File: src/rtl/serial_pkg.sv
// Shared types and constants for the serial clock generator / recovery pair.
package serial_pkg;

  typedef enum logic [0:0] {
    IDLE = 1'b0,
    RECV = 1'b1
  } serial_state_e;

  localparam int BYTE_W               = 8;
  localparam int DEFAULT_TIMEOUT_BITS = 8;

endpackage

File: src/rtl/serial_sync.sv
// Synchronizer for one asynchronous line: SYNC_STAGES flops, the last of which becomes
// a glitch filter when SERIAL_CLOCK_RECOVERY_FILTER_EN is defined.
module serial_sync #(
  parameter int SYNC_STAGES = 2
`ifdef SERIAL_CLOCK_RECOVERY_FILTER_EN
  , parameter int FILTER_LEN = 3
`endif
) (
  input  logic clk,
  input  logic reset,
  input  logic i_d,
  output logic o_q
);

  logic [SYNC_STAGES-2:0] r_sync;
  logic                   r_q;

  // Front metastability stages
  always_ff @(posedge clk) begin
    if (reset) begin
      r_sync <= '0;
    end else begin
      r_sync[0] <= i_d;
      for (int i = 1; i < SYNC_STAGES - 1; i++) begin
        r_sync[i] <= r_sync[i-1];
      end
    end
  end

`ifdef SERIAL_CLOCK_RECOVERY_FILTER_EN
  localparam int FCNT_W = (FILTER_LEN > 1) ? $clog2(FILTER_LEN) : 1;
  logic [FCNT_W-1:0] r_run;

  // Final stage flips only after FILTER_LEN consecutive differing samples
  always_ff @(posedge clk) begin
    if (reset) begin
      r_q   <= 1'b0;
      r_run <= '0;
    end else if (r_sync[SYNC_STAGES-2] != r_q) begin
      if (r_run == FCNT_W'(FILTER_LEN - 1)) begin
        r_q   <= r_sync[SYNC_STAGES-2];
        r_run <= '0;
      end else begin
        r_run <= r_run + FCNT_W'(1);
      end
    end else begin
      r_run <= '0;
    end
  end
`else
  // Final plain synchronizer stage
  always_ff @(posedge clk) begin
    if (reset) begin
      r_q <= 1'b0;
    end else begin
      r_q <= r_sync[SYNC_STAGES-2];
    end
  end
`endif

  assign o_q = r_q;

endmodule

File: src/rtl/serial_clock_recovery.sv
// Recovers sclk edge strobes and MSB-first bytes from an external serial clock/data pair.
// Optional glitch filter in the sync path: SERIAL_CLOCK_RECOVERY_FILTER_EN.
module serial_clock_recovery
  import serial_pkg::*;
#(
  parameter int SYNC_STAGES  = 2,
  parameter int TIMEOUT_BITS = DEFAULT_TIMEOUT_BITS,
  parameter int FILTER_LEN   = 3
) (
  input  logic              clk,
  input  logic              reset,
  input  logic              sclkIn,
  input  logic              sdIn,
  output logic              sclkPosEdge,
  output logic              sclkNegEdge,
  output logic              sclk8PosEdge,
  output logic [BYTE_W-1:0] rxByte,
  output logic              rxValid,
  output logic              framingErr,
  output logic              busy
);

`ifdef SERIAL_CLOCK_RECOVERY_FILTER_EN
  localparam int FILT_EXTRA = FILTER_LEN - 1;
`else
  localparam int FILT_EXTRA = 0 * FILTER_LEN;
`endif
  // Strobes stay masked until the sync path has flushed its reset value
  localparam int ARM_CYC = SYNC_STAGES + 1 + FILT_EXTRA;
  localparam int ARM_W   = $clog2(ARM_CYC + 1);
  localparam int CNT_W   = $clog2(BYTE_W);
  localparam logic [TIMEOUT_BITS-1:0] IDLE_MAX = {TIMEOUT_BITS{1'b1}};
  localparam logic [TIMEOUT_BITS-1:0] IDLE_PRE = {{(TIMEOUT_BITS-1){1'b1}}, 1'b0};

  logic w_sclk, w_sd, r_prev, w_armed, w_rise, w_fall;
  logic [ARM_W-1:0]        r_arm;
  serial_state_e           r_state, w_state_nxt;
  logic [CNT_W-1:0]        r_bit_cnt, w_cnt_nxt;
  logic [BYTE_W-2:0]       r_shift, w_shift_nxt;
  logic [BYTE_W-1:0]       w_shift_in, r_rx_byte, w_byte_nxt;
  logic [TIMEOUT_BITS-1:0] r_idle_cnt, w_idle_nxt;
  logic r_pos, r_neg, r_8pos, r_valid, r_ferr;
  logic w_pos_nxt, w_neg_nxt, w_8pos_nxt, w_valid_nxt, w_ferr_nxt;

  serial_sync #(
    .SYNC_STAGES(SYNC_STAGES)
`ifdef SERIAL_CLOCK_RECOVERY_FILTER_EN
    , .FILTER_LEN(FILTER_LEN)
`endif
  ) u_sync_sclk (
    .clk  (clk),
    .reset(reset),
    .i_d  (sclkIn),
    .o_q  (w_sclk)
  );

  serial_sync #(
    .SYNC_STAGES(SYNC_STAGES)
`ifdef SERIAL_CLOCK_RECOVERY_FILTER_EN
    , .FILTER_LEN(FILTER_LEN)
`endif
  ) u_sync_sd (
    .clk  (clk),
    .reset(reset),
    .i_d  (sdIn),
    .o_q  (w_sd)
  );

  assign w_armed    = (r_arm == ARM_W'(ARM_CYC));
  assign w_rise     = w_armed & w_sclk & ~r_prev;
  assign w_fall     = w_armed & ~w_sclk & r_prev;
  assign w_shift_in = {r_shift, w_sd};

  // Next-state and strobe decode
  always_comb begin
    w_state_nxt = r_state;
    w_cnt_nxt   = r_bit_cnt;
    w_shift_nxt = r_shift;
    w_byte_nxt  = r_rx_byte;
    w_idle_nxt  = r_idle_cnt;
    w_pos_nxt   = 1'b0;
    w_neg_nxt   = 1'b0;
    w_8pos_nxt  = 1'b0;
    w_valid_nxt = 1'b0;
    w_ferr_nxt  = 1'b0;
    if (w_rise) begin
      w_pos_nxt   = 1'b1;
      w_idle_nxt  = '0;
      w_shift_nxt = w_shift_in[BYTE_W-2:0];
      w_cnt_nxt   = r_bit_cnt + CNT_W'(1);
      w_state_nxt = RECV;
      w_8pos_nxt  = (r_bit_cnt == CNT_W'(0));
      if (r_bit_cnt == CNT_W'(BYTE_W - 1)) begin
        w_byte_nxt  = w_shift_in;
        w_valid_nxt = 1'b1;
      end else begin
        w_byte_nxt  = r_rx_byte;
      end
    end else if (w_fall) begin
      w_neg_nxt  = 1'b1;
      w_idle_nxt = '0;
    end else begin
      if (r_idle_cnt != IDLE_MAX) begin
        w_idle_nxt = r_idle_cnt + TIMEOUT_BITS'(1);
      end else begin
        w_idle_nxt = r_idle_cnt;
      end
      case (r_state)
        RECV: begin
          if (r_idle_cnt == IDLE_PRE) begin
            w_state_nxt = IDLE;
            if (r_bit_cnt != CNT_W'(0)) begin
              w_ferr_nxt  = 1'b1;
              w_cnt_nxt   = '0;
              w_shift_nxt = '0;
            end else begin
              w_ferr_nxt  = 1'b0;
            end
          end else begin
            w_state_nxt = RECV;
          end
        end
        IDLE:    w_state_nxt = IDLE;
        default: w_state_nxt = IDLE;
      endcase
    end
  end

  // State, datapath and output registers
  always_ff @(posedge clk) begin
    if (reset) begin
      r_state    <= IDLE;
      r_bit_cnt  <= '0;
      r_shift    <= '0;
      r_rx_byte  <= '0;
      r_idle_cnt <= '0;
      r_prev     <= 1'b0;
      r_arm      <= '0;
      r_pos      <= 1'b0;
      r_neg      <= 1'b0;
      r_8pos     <= 1'b0;
      r_valid    <= 1'b0;
      r_ferr     <= 1'b0;
    end else begin
      r_state    <= w_state_nxt;
      r_bit_cnt  <= w_cnt_nxt;
      r_shift    <= w_shift_nxt;
      r_rx_byte  <= w_byte_nxt;
      r_idle_cnt <= w_idle_nxt;
      r_prev     <= w_sclk;
      r_arm      <= w_armed ? r_arm : r_arm + ARM_W'(1);
      r_pos      <= w_pos_nxt;
      r_neg      <= w_neg_nxt;
      r_8pos     <= w_8pos_nxt;
      r_valid    <= w_valid_nxt;
      r_ferr     <= w_ferr_nxt;
    end
  end

  assign sclkPosEdge  = r_pos;
  assign sclkNegEdge  = r_neg;
  assign sclk8PosEdge = r_8pos;
  assign rxByte       = r_rx_byte;
  assign rxValid      = r_valid;
  assign framingErr   = r_ferr;
  assign busy         = (r_state == RECV);

endmodule

File: config.mk
export PLATFORM = sky130hd
export DESIGN_NAME = serial_clock_recovery
export DESIGN_NICKNAME = d
export VERILOG_FILES = /design/src/rtl/serial_pkg.sv /design/src/rtl/serial_sync.sv /design/src/rtl/serial_clock_recovery.sv
export SDC_FILE = /design/constraint.sdc
export NUM_CORES = 1
export LEC_CHECK = 0
export CAP_MARGIN = 30
export CORE_MARGIN = 5
export CORE_UTILIZATION = 42
export DETAILED_ROUTE_END_ITERATION = 8
export SLEW_MARGIN = 30
export SYNTH_ARGS = -nofsm -noshare
export SYNTH_HDL_FRONTEND = slang
export SYNTH_SLANG_ARGS = --single-unit
File: constraint.sdc
create_clock -name clk -period 2.35 [get_ports clk]
set_input_delay 0.705 -clock clk [delete_from_list [all_inputs] [get_ports clk]]
set_output_delay 0.705 -clock clk [all_outputs]
set_load 0.01 [all_outputs]
# Yosys cells after proc, flatten, opt, wreduce, memory -nomap -nowiden
# Cells that the tools add are included.
[classes]
reduce_logical = 11
addsub = 3
n_bitwise = 9
n_eq_ne = 5
mux = 18
[ops]
columns = ["cell", "count"]
rows = [
  ["2-to-1 mux 7 bit", 5],
  ["2-to-1 mux 3 bit", 5],
  ["adder 8 x 1 -> 8 bit, second input constant", 1],
  ["equality test 8 bit, second input constant", 1],
  ["inequality test 8 bit, second input constant", 1],
  ["2-to-1 mux 1 bit", 7],
  ["nonzero test 2 bit", 3],
  ["inverter 1 bit", 5],
  ["OR reduction 5 bit", 1],
  ["bitwise AND 1 bit", 4],
  ["AND reduction 4 bit", 1],
  ["OR reduction 2 bit", 2],
  ["adder 3 x 1 -> 3 bit, second input constant", 1],
  ["equality test 3 bit, second input constant", 1],
  ["zero test 3 bit", 1],
  ["nonzero test 3 bit", 1],
  ["OR reduction 3 bit", 1],
  ["adder 2 x 1 -> 2 bit, second input constant", 1],
  ["equality test 2 bit, second input constant", 1],
  ["inequality test 2 bit, second input constant", 1],
  ["case mux 1 bit (2 select lines)", 1],
  ["AND reduction 2 bit", 1],
]
[totals]
output_inout_bits = 14
ff_bits = 39

# Logic depth before layout (Yosys ltp)
[logic_depth]
depth_word = 6
ltp_mapped = 6

# By module
# From an unflattened synthesis, not the netlist that was laid out.
[unflattened]
hier_cells = 142
area_unflattened_um2 = 1496.4
[by_module_without_submodules]
columns = ["mod", "n_inst", "area_each_um2", "cells_per_inst"]
rows = [
  ["serial_clock_recovery", 1, 1391.3, 134],
  ["serial_sync", 2, 52.6, 4],
]

# Worst setup path before layout
# No wires, ideal clock.
[synth_path]
path_kind = "reg-to-reg"
start = "register r_arm[0]"
end = "register r_bit_cnt[0]"
t_arrival_ns = 1.471
setup_ns = 0.061
path_slack_ns = 0.819
path_buffers = 0
synth_period_minus_slack_ns = 1.531
stages_incl_launch_ff = 6
cell_sequence = "dfxtp_1 ha_1 nand3b_2 nor3b_4 a311oi_4 mux2_1"
[synth_via]
elab_chain_cells = 5
word_cells_on_any_way = 11
[synth_lines]
columns = ["element", "line_no", "source"]
rows = [
  ["start: declaration", "serial_clock_recovery.sv:36", "logic [ARM_W-1:0] r_arm;"],
  ["start signal: assignment", "serial_clock_recovery.sv:151", "r_arm <= w_armed ? r_arm : r_arm + ARM_W'(1);"],
  ["equality test 2 bit (*)", "serial_clock_recovery.sv:69", "assign w_armed = (r_arm == ARM_W'(ARM_CYC));"],
  ["bitwise AND 1 bit (on tied branches) (2 in series)", "serial_clock_recovery.sv:70, serial_clock_recovery.sv:71", ""],
  ["inequality test 2 bit (no source line) / nonzero test 2 bit (equally long branches)", "--", ""],
  ["AND reduction 4 bit (no source line)", "--", ""],
  ["end signal: assignment", "serial_clock_recovery.sv:146", "r_bit_cnt <= w_cnt_nxt;"],
  ["end: declaration", "serial_clock_recovery.sv:38", "logic [CNT_W-1:0] r_bit_cnt, w_cnt_nxt;"],
]
# Every way passes the cells marked *; elsewhere a longest branch is shown, timed or not.
# A chain may end at the register's enable or synchronous reset.

# Worst setup path after layout
[layout_path]
start = "register r_state (netlist: busy)"
end = "output port busy"
[layout_lines]
columns = ["element", "line_no", "source"]
rows = [
  ["start: declaration", "serial_clock_recovery.sv:37", "serial_state_e r_state, w_state_nxt;"],
  ["start signal: assignment", "serial_clock_recovery.sv:145", "r_state <= w_state_nxt;"],
  ["end: declaration", "serial_clock_recovery.sv:20", "output logic busy"],
]
# No word-level cell between the ends.

==> results.md <==
- Outcome: complete, no violations
- Worst VDD drop: 0.000514 V
- Gate power share: 4.6%
- Largest area contributor in the netlist: dfxtp_1
- Final instance area: 0.00175 mm²
- Worst path top cell family by delay: buffers and inverters
- HP Class: register to register
- CTS tree: yes
- Power density cells: 738 mW/mm²
- CP cell instances: clkdlybuf4s50_1
- Rows: 21
- Buf/Inv on CP: 1
- WL/cell: 12.0 µm
- Slew Limit Fails: 0
- Post-Syn Area: 0.00144 mm²
- Worst-Margin Slew: 653 ps
- Crit path depth: 1
- Global-route wire length before repair: 4.34 mm
- Die Y: 68.5 µm
- Compound-cell area share of the yosys netlist: 12.9%
- CTS clk-pin slew, worst paths: 110 ps
- CTS HTree Levels: 2
- Core ar.: 0.00334 mm²
- Yosys reg bits: 39
- R2r setup slk: 600 ps
- Vias in the first global route: 988
- ANT cells: 0
- Ports: 18
- 1st-iter DRT viols: 43
- TritonRoute pass-1 iters: 4
- Worst-case reg-to-reg path depth: 5
- Max FO, Critical Path: 4
- Largest family of logic cells by synthesized area: simple AND/OR/NAND/NOR gates
- Adder-cell share of the synthesized area: 5.23%
- Area after DPL: 0.00165 mm²
- Switching pwr: 254 µW
- Nets: 172
- R2r startpoint: r_arm[0]
- Clk network pwr share: 42.0%
- Setup crit end: busy
- Register area share after synthesis: 54.4%
- Mux contribution to synthesized area: 1.48%
- P_leak: 0.646 nW
- Endpoints failing setup: 0
- Total Wirelength: 2.51 mm
- Mean number of vias per cell: 4.85
- Port bufs: 17
- Critical Path RT: 1640 ps
- Min Tclk post-route: 2040 ps
- Hold slack: 447 ps
- Switching Share: 19.7%
- R2R Path End: r_bit_cnt[2]
- Slew margin rel.: 56.3%
- Drt drc: 0
- Netlist cell types: 33
- Clock Tree Buf Depth: 2
- Max-cap violation count: 0
- Slowest stage delay, CP: 570 ps
- Worst Hold Depth: 1
- Setup bufs post-CTS: 0
- Highest-count cells in the layout ignoring fill and taps: dfxtp_1, nand2_1, clkdlybuf4s50_1, nor2_1, a21oi_1
- Area Overhead vs Synth: 22.0%
- Core Util, Final: 52.5%
- Power share of the sequential group: 53.4%
- Int Pwr: 1.04 mW
- Most common cell after layout, fill and taps aside: dfxtp_1
- Cts hold-fix bufs: 0
- Post-synthesis simple-gate area fraction: 20.8%
- Crit. Startpoint: busy
- Number of antenna violations at the first check in global routing: 0
- Syn nets: 152
- Starting Density: 43.0%
- Final worst path period share: 86.9%
- Largest net degree at the start of global routing: 20
- Via count: 1014
- Routed Antenna Nets: 0
- Post-synth top area share: 54.4%
- Highest Clock Rate: 490 MHz
- Critical Setup Path Class: register to output port
- Layout cell share with drive strength beyond 1: 7.36%
- Setup TNS: 0 ps
- CP Launch Type: register
- Hold Vio Cnt, Final: 0
- Syn Inst Count: 142
- Syn. warnings: 0
- Clock Skews: 10.3 ps
- Slowest cell on crit path: clkdlybuf4s50_1
- Crit path capture type: output port
- XOR/XNOR share of the synthesized area: 3.05%
- RSZ-0062 raised after global routing: no
- Syn Area/Cell: 10.1 µm²
- Die area: 0.00469 mm²
- Post-DP HPWL: 1.82 mm
- Total grt overflow: 0
- Largest cells by area after synthesis: dfxtp_1, a22o_1, ha_1
- Worst-Skew Late Latency: 340 ps
- Root Buffer: clkbuf_4
- Worst EP arrival: 1340 ps
- Chip width: 68.5 µm
- CTS buffer count: 5
- Post-CTS sizing: 0
- Sink Count: 39
- Total GRT Usage: 12.8%
- Gpl congestion: 0.698
metrics by stage:
stage | total power, mW | setup slack [ps] | std cells
after floorplan | 0.746 | 819 | 142
after global placement | 0.761 | 292 | 201
after detailed placement | 0.766 | 234 | 201
after CTS | 1.31 | 270 | 209
after global routing | 1.35 | 231 | 209
final | 1.29 | 308 | 209
cell families (layout without fill, tap and decap cells):
family                     Yosys count  in the layout
DFF                                 39             39
xor gates and xnor gates             5              5
muxes                                2              2
AOI/OAI and AO/OA                   25             25
and+or+nand+nor                     57             57
adders and majority gates            6              6
buffers and inverters                8             29
synth_stat cells:
library cell  instances
nor4bb_1              1
and4_1                1
mux2_1                1
a31oi_1               1
clkbuf_1              4
inv_1                 3
buf_2                 1
ha_1                  6
nand3b_1              1
a21oi_1              11
or2_2                 1
nor2b_1               5
nor2_1               11
o21ai_0               1
and3b_1               1
a22o_1                9
nand3b_2              1
xor2_1                2
nor3_1                3
o22ai_1               1
nand2_1              20
mux2i_1               1
nor3b_1               1
a211oi_1              1
a311oi_4              1
xnor2_1               3
nand2b_1              2
nand3_1               4
and3_1                1
nor3b_4               1
dfxtp_1              39
and2_1                1
nand4_1               2
final cells by class:
class	instances	area [µm²]
fill	331	1580
sequential	39	781
multi-input combinational	95	624
timing repair buffer	18	178
clock buffer	6	41.3
inverter	3	11.3
clock inverter	2	60.1
tap	46	57.6
power groups by stage:
stage	logic (mW)	clock network [mW]	registers, mW
finish	0.0594	0.544	0.691
global route	0.0668	0.589	0.694
CTS	0.0602	0.563	0.691
detailed placement	0.0600	0	0.706
global placement	0.0566	0	0.705
floorplan	0.0429	0	0.704
flip-flops by register name (all words and copies together) (netlist names):
name and count:
busy 1, framingErr 1, r_arm 2, r_bit_cnt 3, r_idle_cnt 8, r_prev 1
r_shift 7, rxByte 8, rxValid 1, sclk8PosEdge 1, sclkNegEdge 1, sclkPosEdge 1
u_sync_sclk.o_q 1, u_sync_sclk.r_sync 1, u_sync_sd.o_q 1, u_sync_sd.r_sync 1
worst min-delay path by stage:
stage,startpoint,slack [ps],endpoint
after floorplan,u_sync_sclk.r_sync,410,u_sync_sclk.o_q
after global placement,u_sync_sd.r_sync,420,u_sync_sd.o_q
after detailed placement,u_sync_sd.r_sync,430,u_sync_sd.o_q
after CTS,u_sync_sd.r_sync,460,u_sync_sd.o_q
after global routing,u_sync_sd.r_sync,470,u_sync_sd.o_q
final,u_sync_sd.r_sync,450,u_sync_sd.o_q
routing by layer:
| metal | up-vias | wire [µm] | part of all wire, % | GRT usage [%] |
|---|---|---|---|---|
| met4 | 0 | 47 | 1.9 | 5.21 |
| met5 | - | 0 | 0 | 0 |
| met1 | 456 | 1240 | 49 | 15.7 |
| met2 | 22 | 1090 | 43 | 19.4 |
| met3 | 5 | 132 | 5.3 | 5.75 |
| li1 | 531 | - | - | - |
(Power assumes the default switching activity.)
==> RTL change 1 (config.mk and constraints unchanged) <==
Take the reset off `r_shift` and `r_rx_byte` and load them in a clocked block of their own.
--- a/src/rtl/serial_clock_recovery.sv
+++ b/src/rtl/serial_clock_recovery.sv
@@ -131,8 +131,6 @@
     if (reset) begin
       r_state    <= IDLE;
       r_bit_cnt  <= '0;
-      r_shift    <= '0;
-      r_rx_byte  <= '0;
       r_idle_cnt <= '0;
       r_prev     <= 1'b0;
       r_arm      <= '0;
@@ -144,8 +142,6 @@
     end else begin
       r_state    <= w_state_nxt;
       r_bit_cnt  <= w_cnt_nxt;
-      r_shift    <= w_shift_nxt;
-      r_rx_byte  <= w_byte_nxt;
       r_idle_cnt <= w_idle_nxt;
       r_prev     <= w_sclk;
       r_arm      <= w_armed ? r_arm : r_arm + ARM_W'(1);
@@ -155,6 +151,11 @@
       r_valid    <= w_valid_nxt;
       r_ferr     <= w_ferr_nxt;
     end
+  end
+
+  always_ff @(posedge clk) begin
+    r_shift   <= w_shift_nxt;
+    r_rx_byte <= w_byte_nxt;
   end
 
   assign sclkPosEdge  = r_pos;
Behaviour: no difference found for any inputs over 10 cycles, from zero or initial values and one cycle with reset high; that may be too few to reach the edited logic, so the function may still have changed.
==> RTL change 1 against the unedited design <==
Synthesized area up 3.7%; register-to-register slack better by 0.11 ns; total power up 3.1%; routed wire length down 10%; non-clock buffer count up 2; sequential cell count unchanged; setup slack better by 0.052 ns; critical path type unchanged; clock skew down 0.0047 ns; design area up 4.1%; count of clock-buffer cells in the layout down 1.
==> RTL change 1: results (changes against the unedited design) <==
[min_path]
worstHoldStart = r_shift[6]$_SDFFCE_PN0P_  ; was u_sync_sd.r_sync$_SDFF_PP0_
hold-path-endpoint = rxByte[7]$_DFFE_PP_  ; was u_sync_sd.o_q$_SDFF_PP0_
holdPathStages = 0  ; was 1

[synth]
synth_nets = 136  ; was 152
synth_edf_count = 15  ; was 0
seq_area_frac_synth_pct = 62.5  ; was 54.4%
yosys-top-cells-count = dfxtp_1 (24), edfxtp_1 (15), nor2_1 (12)  ; was dfxtp_1 (39), nand2_1 (20), a21oi_1 (11), nor2_1 (11), a22o_1 (9)
ys_types = 31  ; was 33
synthFlopType = dfxtp_1  ; unchanged
synth.area.top_cells = dfxtp_1 (32%), edfxtp_1 (30%), ha_1 (5.0%)  ; was dfxtp_1 (54%), a22o_1 (5.5%), ha_1 (5.2%)

[clock_tree]
clkTransAtPathRegs_ns = 0.12
insertion_delay_ns = 0.34  ; about the same
cts_resized = 0  ; unchanged
clock_path_buffers = 2  ; unchanged
htreeDepth = 2  ; unchanged

[route]
drt_iter0_markers = 26  ; was 43
wire_per_inst_um = 11.4  ; was 12.0 um
wl_met1_mm = 1.03  ; was 1.24 mm
wl_met2_mm = 1.04  ; was 1.09 mm
dr.pass1.iters = 4  ; unchanged
vias = 948  ; was 1014
wl_met3_um = 151  ; was 132 um

[placement]
gp_congestion = 0.761  ; was 0.698
placed_area_mm2 = 0.00172  ; was 0.00165 mm^2
hpwl_mm = 1.67  ; was 1.82 mm

[sta]
finalClockSkew_ns = 0.00559  ; was 0.0103 ns
holdWs_ns = 0.453  ; was 0.447 ns
worst_slew_pin_slew_ns = 0.336  ; was 0.653 ns

[setup_path]
regToRegSetupSlack_ns = 0.71  ; was 0.60 ns
reg2reg_from = r_idle_cnt[1]$_SDFFE_PP0P_  ; was r_arm[0]$_SDFFE_PP0P_
r2r-end = r_shift[5]$_SDFFCE_PN0P_  ; was r_bit_cnt[2]$_SDFFE_PP0P_

[pwr]
internal-power_mw = 1.08  ; was 1.04 mW
power.leakage_nw = 0.661  ; was 0.646 nW
peakVddDrop_mv = 0.409  ; was 0.514 mV

[cells_and_area]
fin_nets = 160  ; was 172
drive_gt1_share_pct = 9.93  ; was 7.36%

[grt]
grt_pass1_vias = 917  ; was 988
grt_pass1_wl_mm = 3.89  ; was 4.34 mm
grt_max_degree = 14  ; was 20

[status]
status = completed  ; unchanged

RTL change 1: cell count changes after synthesis, moves of 2 or more:
| cell | unedited run | this run |
|---|---|---|
| a21oi_1 | 11 | 8 |
| a22o_1 | 9 | 0 |
| and2_1 | 1 | 10 |
| clkbuf_1 | 4 | 1 |
| dfxtp_1 | 39 | 24 |
| edfxtp_1 | 0 | 15 |
| nand2_1 | 20 | 5 |
| nand2b_1 | 2 | 0 |
| o211ai_1 | 0 | 2 |
RTL change 1: layer usage:
layer | GRT usage [%] | vias up
met5 | 0 | -
met4 | 3.90 | 0
met3 | 5.07 | 4
met2 | 16.9 | 21
met1 | 10.8 | 440
li1 | - | 483
RTL change 1: power groups by stage:
stage          Combinational [mW]  Sequential [mW]  Clock (mW)
6_report                   0.0573            0.730       0.546
5_1_grt                    0.0673            0.733       0.594
4_1_cts                    0.0585            0.730       0.562
3_5_place_dp               0.0580            0.746           0
3_3_place_gp               0.0554            0.744           0
2_1_floorplan              0.0410            0.742           0
RTL change 1: through the flow:
step	setup slack, ns	std cells	util [%]
global placement	0.489	189	50.8
finish	0.360	197	53.9
floorplan	0.512	126	-
CTS	0.338	197	53.9
global route	0.279	197	53.9
detailed placement	0.463	189	50.8
RTL change 1: cell families (layout without fill, tap and decap cells):
| logic type | after synthesis | after routing | synth area share, % |
|---|---|---|---|
| compound gates | 14 | 14 | 5.79 |
| xor+xnor | 6 | 6 | 3.53 |
| fa+ha+maj | 6 | 6 | 5.04 |
| buf+inv | 7 | 32 | 2.35 |
| flops | 39 | 39 | 62.5 |
| mux | 2 | 2 | 1.34 |
| simple gates | 52 | 52 | 19.5 |
RTL change 1: worst max path at each step:
stage,from,end,slack [ns],cells after the start
after detailed placement,reset,r_idle_cnt[3]$_SDFFE_PP0P_,0.46,3
after global placement,reset,r_idle_cnt[3]$_SDFFE_PP0P_,0.49,3
after floorplan,r_arm[0]$_SDFFE_PP0P_,r_shift[0]$_SDFFCE_PN0P_,0.51,4
after global routing,busy$_SDFFE_PP0P_,busy,0.28,1
final,busy$_SDFFE_PP0P_,busy,0.36,1
after CTS,busy$_SDFFE_PP0P_,busy,0.34,1
RTL change 1: worst register-to-register path, stage by stage, from the launching register on:
cell,delay [ns]
dfxtp_1,0.43
ha_1,0.20
and3_2,0.20
nand4_1,0.16
o21ai_0,0.19
buf_4,0.18
RTL change 1: final cells by class:
type                            instances  area, um^2  area share (%)
Clock buffer                            5        37.5            2.06
Clock inverter                          3        67.6            3.70
Inverter                                4        15.0           0.822
Multi-Input combinational cell         80         524            28.7
Sequential cell                        39         931            51.0
Tap cell                               46        57.6            3.15
Timing Repair Buffer                   20         193            10.6
==> RTL change 2 (config.mk and constraints unchanged) <==
Without the edit above. `SYNC_STAGES` is set to 2 in 2 places; all go to 4.
--- a/src/rtl/serial_sync.sv
+++ b/src/rtl/serial_sync.sv
@@ -1,7 +1,7 @@
 // Synchronizer for one asynchronous line: SYNC_STAGES flops, the last of which becomes
 // a glitch filter when SERIAL_CLOCK_RECOVERY_FILTER_EN is defined.
 module serial_sync #(
-  parameter int SYNC_STAGES = 2
+  parameter int SYNC_STAGES = 4
 `ifdef SERIAL_CLOCK_RECOVERY_FILTER_EN
   , parameter int FILTER_LEN = 3
 `endif
--- a/src/rtl/serial_clock_recovery.sv
+++ b/src/rtl/serial_clock_recovery.sv
@@ -3,7 +3,7 @@
 module serial_clock_recovery
   import serial_pkg::*;
 #(
-  parameter int SYNC_STAGES  = 2,
+  parameter int SYNC_STAGES  = 4,
   parameter int TIMEOUT_BITS = DEFAULT_TIMEOUT_BITS,
   parameter int FILTER_LEN   = 3
 ) (
Formal check against the unedited RTL: not equivalent (Yosys sat finds a counterexample within 10 cycles, from zero or initial values and one cycle with reset high).
==> RTL change 2 against the unedited design <==
Routed wire length increased by 6.8%; fmax rose by 2.6%; design area grew 10%; synthesized cell count up 12%; synthesized area grew 13%; register-to-register slack improved by 0.05 ns; sequential share of layout area grew 1.1 points; setup slack better by 0.051 ns; sequential cell count increased by 5; die area is 11% higher; sequential power increased by 12%; total power increased by 0.34%; count of clock-buffer cells in the layout rose by 1; largest cell class unchanged; highest routed layer unchanged.
==> RTL change 2: results (changes against the unedited design) <==
[pwr]
powerComb_mw = 0.0488  ; was 0.0594 mW
peakVddDrop_mv = 0.321  ; was 0.514 mV
power.leakage_nw = 0.718  ; was 0.646 nW
internal-power_mw = 1.02  ; was 1.04 mW
switching_share_pct = 21.3  ; was 19.7%
pwr-share-seq_pct = 59.5  ; was 53.4%

[route]
totalWireLength_mm = 2.68  ; was 2.51 mm
vias = 1115  ; was 1014
viasPerCell = 4.93  ; was 4.85
drt_iter0_markers = 68  ; was 43

[placement]
place_inst = 218  ; was 201
placed_area_mm2 = 0.00184  ; was 0.00165 mm^2
place_ws_ns = 0.257  ; was 0.234 ns
io_buffers = 17  ; unchanged
hpwl_mm = 1.94  ; was 1.82 mm
gp_congestion = 0.748  ; was 0.698

[clock_tree]
clkTransAtPathRegs_ns = 0.08  ; was 0.11 ns
insertion_delay_ns = 0.29  ; was 0.34 ns
htreeDepth = 2  ; unchanged
cts_made_buffers = 5  ; unchanged
cts_root_buffer = clkbuf_8  ; was clkbuf_4
clock_path_buffers = 2  ; unchanged
cts_resized = 0  ; unchanged

[sta]
post-route-min-period_ns = 1.99  ; was 2.04 ns
finalClockSkew_ns = 0.00402  ; was 0.0103 ns
worst_slew_pin_slew_ns = 0.631  ; was 0.653 ns

[setup_path]
max_stage_delay_ns = 0.57  ; about the same
crit_start = busy$_SDFFE_PP0P_  ; unchanged
r2r-end = r_shift[5]$_SDFFE_PP0P_  ; was r_bit_cnt[2]$_SDFFE_PP0P_
critPathSlowestCell = clkdlybuf4s50_1  ; unchanged
critPathArrivalTime_ns = 1.29  ; was 1.34 ns
regToRegSetupSlack_ns = 0.65  ; was 0.60 ns
reg2reg_depth = 4  ; was 5

[synth]
synth.area.top_cells = dfxtp_1 (54%), a22o_2 (5.5%), ha_1 (5.4%)  ; was dfxtp_1 (54%), a22o_1 (5.5%), ha_1 (5.2%)
synthFlopType = dfxtp_1  ; unchanged
postSynth.asyncResetShare_pct = 0  ; unchanged
yosysWarningCount = 0  ; unchanged
seq_area_frac_synth_pct = 54.1  ; was 54.4%
syn_inst = 159  ; was 142
ys_types = 30  ; was 33
yosys-top-cells-count = dfxtp_1 (44), nand2_1 (15), nor2_1 (14)  ; was dfxtp_1 (39), nand2_1 (20), a21oi_1 (11), nor2_1 (11), a22o_1 (9)
synth_nets = 170  ; was 152

[cells_and_area]
diodes = 0  ; unchanged
drive_gt1_share_pct = 12.4  ; was 7.36%
fin_nets = 188  ; was 172

[grt]
gr-total-overflow = 0  ; unchanged
grt_max_degree = 23  ; was 20
grt_pass1_wl_mm = 4.54  ; was 4.34 mm
grt_usage_pct = 11.4  ; was 12.8%

[status]
status = completed  ; unchanged

[min_path]
worstHoldStart = u_sync_sd.r_sync[0]$_SDFF_PP0_  ; was u_sync_sd.r_sync$_SDFF_PP0_

RTL change 2: changes by cell type after synthesis, sizes merged, moves of 2 or more:
cell,delta
a211oi,+2
dfxtp,+5
nand2,-5
nand3,+6
nand3b,-2
nand4b,+2
nor2,+3
nor2b,+4
RTL change 2: layer usage:
layer  vias up  global-route usage (%)  wire [um]
met2        17                    18.9       1320
met3         7                    4.16        137
li1        581                       -          -
met1       510                    12.3       1150
met5         -                       0          0
met4         0                    6.89         67
RTL change 2: area by class of cell:
| class | count | area, um^2 |
|---|---|---|
| flip-flops and latches | 44 | 881 |
| inverters | 4 | 15.0 |
| repair buffers | 18 | 178 |
| multi-input cells | 104 | 704 |
| well taps | 48 | 60.1 |
| clock inverters | 1 | 7.51 |
| fillers | 347 | 1780 |
| clock buffers | 7 | 86.3 |
RTL change 2: logic make-up after synthesis:
kind of cell / share of synthesized area (%)
AO/OA/AOI/OAI: 12.8
XOR/XNOR: 2.69
adder cells (fa/ha/maj): 5.38
buffers and inverters: 2.69
flip-flops: 54.1
multiplexers: 1.54
AND/OR/NAND/NOR: 20.8
RTL change 2: worst min path at each step:
stage / endpoint / cells past startpoint / slack [ns]
final: u_sync_sd.r_sync[1]$_SDFF_PP0_ / 1 / 0.44
after floorplan: u_sync_sclk.o_q$_SDFF_PP0_ / 1 / 0.41
after CTS: u_sync_sd.r_sync[1]$_SDFF_PP0_ / 1 / 0.44
after global placement: u_sync_sclk.r_sync[2]$_SDFF_PP0_ / 1 / 0.42
after global routing: u_sync_sd.r_sync[1]$_SDFF_PP0_ / 1 / 0.46
after detailed placement: u_sync_sd.r_sync[1]$_SDFF_PP0_ / 1 / 0.42
